`config.mk`:
```
export PLATFORM = sky130hd
export DESIGN_NAME = csa_nibble_sequencer
export DESIGN_NICKNAME = d
export VERILOG_FILES = /design/src/rtl/csa_nibble_sequencer.sv
export SDC_FILE = /design/constraint.sdc
export NUM_CORES = 1
export LEC_CHECK = 0
export ABC_AREA = 0
export CORE_ASPECT_RATIO = 0.7
export CORE_MARGIN = 1
export CORE_UTILIZATION = 42
export DETAILED_ROUTE_END_ITERATION = 10
export HOLD_SLACK_MARGIN = 0.08
export PLACE_DENSITY = 0.75
export SLEW_MARGIN = 20
export SYNTH_ARGS = -nofsm -noshare
export SYNTH_HDL_FRONTEND = slang
export SYNTH_SLANG_ARGS = --single-unit
```
`constraint.sdc`:
```
create_clock -name clk -period 1.7 [get_ports clk]
set_clock_uncertainty 0.1 [all_clocks]
set_input_delay 0.255 -clock clk [delete_from_list [all_inputs] [get_ports clk]]
set_output_delay 0.255 -clock clk [all_outputs]
set_load 0.02 [all_outputs]
```
`src/rtl/csa_nibble_sequencer.sv`:
```
// rtl/csa_nibble_sequencer.sv - 16-bit add/subtract sequenced as four nibbles through an external 4-bit carry-select adder
// Optional feature macro: CSA_SEQ_SUB_EN (enables two's-complement subtraction via op_sub).
module csa_nibble_sequencer (
  input  logic        clk,
  input  logic        rst,
  input  logic        start,
  input  logic        op_sub,
  input  logic [15:0] a_in,
  input  logic [15:0] b_in,
  output logic        busy,
  output logic        done,
  output logic [15:0] result,
  output logic        carry_out,
  output logic [3:0]  add_a,
  output logic [3:0]  add_b,
  output logic        add_cin,
  input  logic [3:0]  add_s,
  input  logic        add_cout
);

  typedef enum logic [1:0] {
    ST_IDLE = 2'd0,
    ST_RUN  = 2'd1,
    ST_DONE = 2'd2
  } state_e;

  state_e      state_q, state_d;
  logic [1:0]  idx_q, idx_d;
  logic        cr_q, cr_d;
  logic [15:0] a_q, a_d;
  logic [15:0] b_q, b_d;
  logic [15:0] result_q, result_d;
  logic        carry_q, carry_d;

  // Operand B and initial carry as captured at start; subtraction is A + ~B + 1.
  logic [15:0] b_load;
  logic        cr_load;

`ifdef CSA_SEQ_SUB_EN
  assign b_load  = op_sub ? ~b_in : b_in;
  assign cr_load = op_sub;
`else
  logic op_sub_unused;
  assign op_sub_unused = op_sub;
  assign b_load  = b_in;
  assign cr_load = 1'b0;
`endif

  // Current nibble of each latched operand, selected by the slice index.
  logic [3:0] a_slice, b_slice;
  logic [3:0] slice_lsb;

  assign slice_lsb = {idx_q, 2'b00};
  assign a_slice   = a_q[slice_lsb +: 4];
  assign b_slice   = b_q[slice_lsb +: 4];

  // Next-state and adder-drive logic; adder inputs are forced to zero outside RUN.
  always_comb begin
    state_d  = state_q;
    idx_d    = idx_q;
    cr_d     = cr_q;
    a_d      = a_q;
    b_d      = b_q;
    result_d = result_q;
    carry_d  = carry_q;
    add_a    = 4'd0;
    add_b    = 4'd0;
    add_cin  = 1'b0;

    case (state_q)
      ST_IDLE, ST_DONE: begin
        if (start) begin
          a_d     = a_in;
          b_d     = b_load;
          idx_d   = 2'd0;
          cr_d    = cr_load;
          state_d = ST_RUN;
        end else begin
          state_d = ST_IDLE;
        end
      end

      ST_RUN: begin
        // start is deliberately not looked at here: requests while busy are dropped.
        add_a   = a_slice;
        add_b   = b_slice;
        add_cin = cr_q;
        result_d[slice_lsb +: 4] = add_s;
        cr_d    = add_cout;
        idx_d   = idx_q + 2'd1;
        if (idx_q == 2'd3) begin
          carry_d = add_cout;
          state_d = ST_DONE;
        end
      end

      default: begin
        state_d = ST_IDLE;
      end
    endcase
  end

  // State register; reset clears everything the outside world can see and aborts any operation.
  always_ff @(posedge clk) begin
    if (rst) begin
      state_q  <= ST_IDLE;
      idx_q    <= 2'd0;
      cr_q     <= 1'b0;
      a_q      <= 16'd0;
      b_q      <= 16'd0;
      result_q <= 16'd0;
      carry_q  <= 1'b0;
    end else begin
      state_q  <= state_d;
      idx_q    <= idx_d;
      cr_q     <= cr_d;
      a_q      <= a_d;
      b_q      <= b_d;
      result_q <= result_d;
      carry_q  <= carry_d;
    end
  end

  assign busy      = (state_q == ST_RUN);
  assign done      = (state_q == ST_DONE);
  assign result    = result_q;
  assign carry_out = carry_q;

endmodule

```
==> results.md <==
- Die width: 91.0 um
- Worst endpoint required time: 1.34 ns
- Layout cells sized above 1: 0.228
- Crit path time final: 1.93 ns
- Gr usage total: 0.194
- Reg2reg end: result[1]
- Reg2Reg Depth: 7
- Final setup vio count: 8
- Crit path largest cell delay: 0.50 ns
- Least-Margin Pin Slew: 0.349 ns
- Cells after synthesis: 262
- Largest net degree at the start of global routing: 33
- Antenna diodes: 0
- Vias in the first global route: 1995
- Worst path top cell family by delay: multiplexers
- Final Hold Fails: 0
- Detailed Routing Iterations Pass 1: 4
- Full die area: 5850 um^2
- P&R area growth vs syn: 47.0%
- Internal: 1930 uW
- Initial Util: 0.440
- RePlAce Congestion: 0.786
- Worst setup SP type: register
- Synthesis-stage register bit count: 54
- CP max stage cell: mux4_2
- Area occupied by multi-input gates: 1160 um^2
- Run status: finished, violations left
- Fillers: 465
- Peak supply drop: 0.458 mV
- Initial antenna violation count: 0
- Psw: 648 uW
- Critical path class: register to output port
- H-tree depth: 2
- Cell Area, Synth: 2330 um^2
- Clock share of power: 0.279
- Num rows: 22
- Post-synth EDFFs: 0
- Worst slack, placed: -0.379 ns
- Total routed wirelength: 5.43 mm
- Count of different cell masters after synthesis: 27
- Area of the core: 5290 um^2
- Hold Crit Start: rst
- Unrepaired setup endpoints after global routing: true
- Utilization after layout: 0.647
- Die Ht: 64.3 um
- Clock latency at the later pin of the worst-skew pair: 0.30 ns
- Worst hold path type: input pin to register
- Worst path most repeated cell: buf_6
- Max Cap Viol: 0
- # DRC: 0
- Top_reg_cell synth: dfxtp_1
- Sequential Power Share: 0.525
- Global-route wire length before repair: 9.00 mm
- CTS Buf Count: 5
- Sw Share: 0.251
- Total gr overflow: 0
- I/O pins: 69
- Final worst path period share: 1.13
- Port Buffers: 67
- CTS tree: done
- Clk slew on worst S/H paths: 0.09 ns
- Vias: 2075
- Synth warnings: 0
- Critical R2R Launch: idx_q[1]
- Worst slew margin: 0.767
- Violated checks: setup timing
- Final Max Tran Viols: 0
- NumNets Final: 391
- CP bufs+invs: 2
- Dpl hpwl: 3.87 mm
- Post-Syn Nets: 308
- Routed len/inst: 13.0 um
- Initial DRC Count: 69
- Synth Area per Inst: 8.88 um^2
- Seq/Total Area, Yosys: 0.465
- Max Root-Sink Buffers: 2
- WHS Path Cells: 2
- Leak: 0.00128 uW
- Via/cell ratio: 4.96
- Comb power frac: 0.196
- Crit-path max FO: 5
- Async set-reset flop share out of synthesis: 0
- Setup tns final: -1.60 ns
- CTS root buf: clkbuf_8
- Hold buffers post-CTS: 0
- Min Hold Slack: 0.333 ns
- Crit path DAT: 1.57 ns
- Setup WS post-layout: -0.225 ns
- Detail Route Antenna Nets: 0
- Crit end category: output port
- Pwr dens: 753 nW/um^2
- Setup slack, reg-to-reg: 0.02 ns
- Hold Path End: result[3]
- Upper clock frequency limit: 0.519 GHz
- Worst-path cell chain: buf_6 > mux4_2 > and2_4 > buf_6
- Sink Count: 54
- Sequential cell area: 1080 um^2
[synthesized netlist by cell type (5+ instances only)]
library cell  number  area [um^2]
nand2_1           71          267
dfxtp_1           54         1080
a21oi_1           39          195
inv_1             14         52.6
o32ai_1           12          105
and2_1             9         56.3
clkbuf_1           9         33.8
mux4_2             6          135
nand4_1            6         37.5
buf_2              5         25.0
ha_1               5         62.6
nand2b_1           5         31.3
[cells in the final DEF, fill, tap and decap left out, types with 3 or more instances in the layout]
cell type        Yosys  routed
nand4_1              6       6
nand2b_1             5       5
a21oi_1             39      39
inv_1               14      12
ha_1                 5       4
o32ai_2              0       4
nand3_1              4       4
buf_6                2      11
dfxtp_1             54      52
and2_4               2      10
clkbuf_8             0       6
o32ai_1             12       8
buf_12               0       3
buf_4                3      21
clkdlybuf4s50_1      0      55
nand2_1             71      71
mux4_2               6       8
nor2b_1              4       3
[power groups by stage]
stage / logic, uW / registers (uW) / clock network, uW
global route: 545 / 1360 / 799
CTS: 494 / 1350 / 739
floorplan: 235 / 1380 / 0
finish: 505 / 1350 / 720
detailed placement: 453 / 1380 / 0
global placement: 447 / 1380 / 0
[worst register-to-register path, stage by stage, from the launching register on]
cell and delay [ns]:
dfxtp_2 0.36, buf_12 0.12, buf_8 0.11, inv_6 0.04, ha_4 0.25, nor3b_4 0.19
nand4_1 0.26, o32ai_1 0.18
[layout make-up]
type	instances	area share
clock buffer	7	0.0252
tap	72	0.0263
timing repair buffer	95	0.272
multi-input combinational	174	0.338
clock inverter	1	0.00146
sequential	54	0.317
inverter	15	0.0201
[flip-flops by register name, indices dropped and copies added (netlist names)]
register / flops
a_q: 16
b_q: 16
result: 16
idx_q: 2
state_q: 2
carry_out: 1
cr_q: 1
[metrics by stage]
| step | area (um^2) | power, uW | instances |
|---|---|---|---|
| floorplan | 2330 | 1620 | 262 |
| global placement | 3190 | 1820 | 404 |
| detailed placement | 3190 | 1830 | 404 |
| CTS | 3380 | 2590 | 417 |
| global route | 3420 | 2700 | 418 |
| finish | 3420 | 2580 | 418 |
[cells by family after synthesis]
family | after synthesis | share of synthesized area
flops | 54 | 0.465
simple gates | 108 | 0.223
fa+ha+maj | 5 | 0.0269
compound gates | 52 | 0.132
buf+inv | 34 | 0.0688
mux | 9 | 0.0849
[how the worst max path moves through the flow]
| stage | end | cells past startpoint | slack (ns) | from |
|---|---|---|---|---|
| 2_1_floorplan | result[0] | 6 | 0.009 | idx_q[0] |
| 3_3_place_gp | add_b[3] | 4 | -0.38 | idx_q[0] |
| 3_5_place_dp | add_b[3] | 4 | -0.38 | idx_q[0] |
| 4_1_cts | add_a[0] | 4 | -0.24 | idx_q[0] |
| 5_1_grt | add_b[2] | 4 | -0.28 | idx_q[0] |
| 6_report | add_b[2] | 4 | -0.23 | idx_q[0] |
[metal layers]
layer	part of all wire	global-route usage	up-vias
met4	0.0074	0.0476	0
li1	-	-	1051
met1	0.47	0.246	974
met5	0	0	-
met2	0.47	0.328	46
met3	0.051	0.0560	4
[timing repair]
item / CTS / global route
pin swaps: 12 / 10
resized for setup: 75 / 13
setup endpoints to repair: 27 / 23
setup buffers: 5 / 2
(Power assumes the default switching activity.)
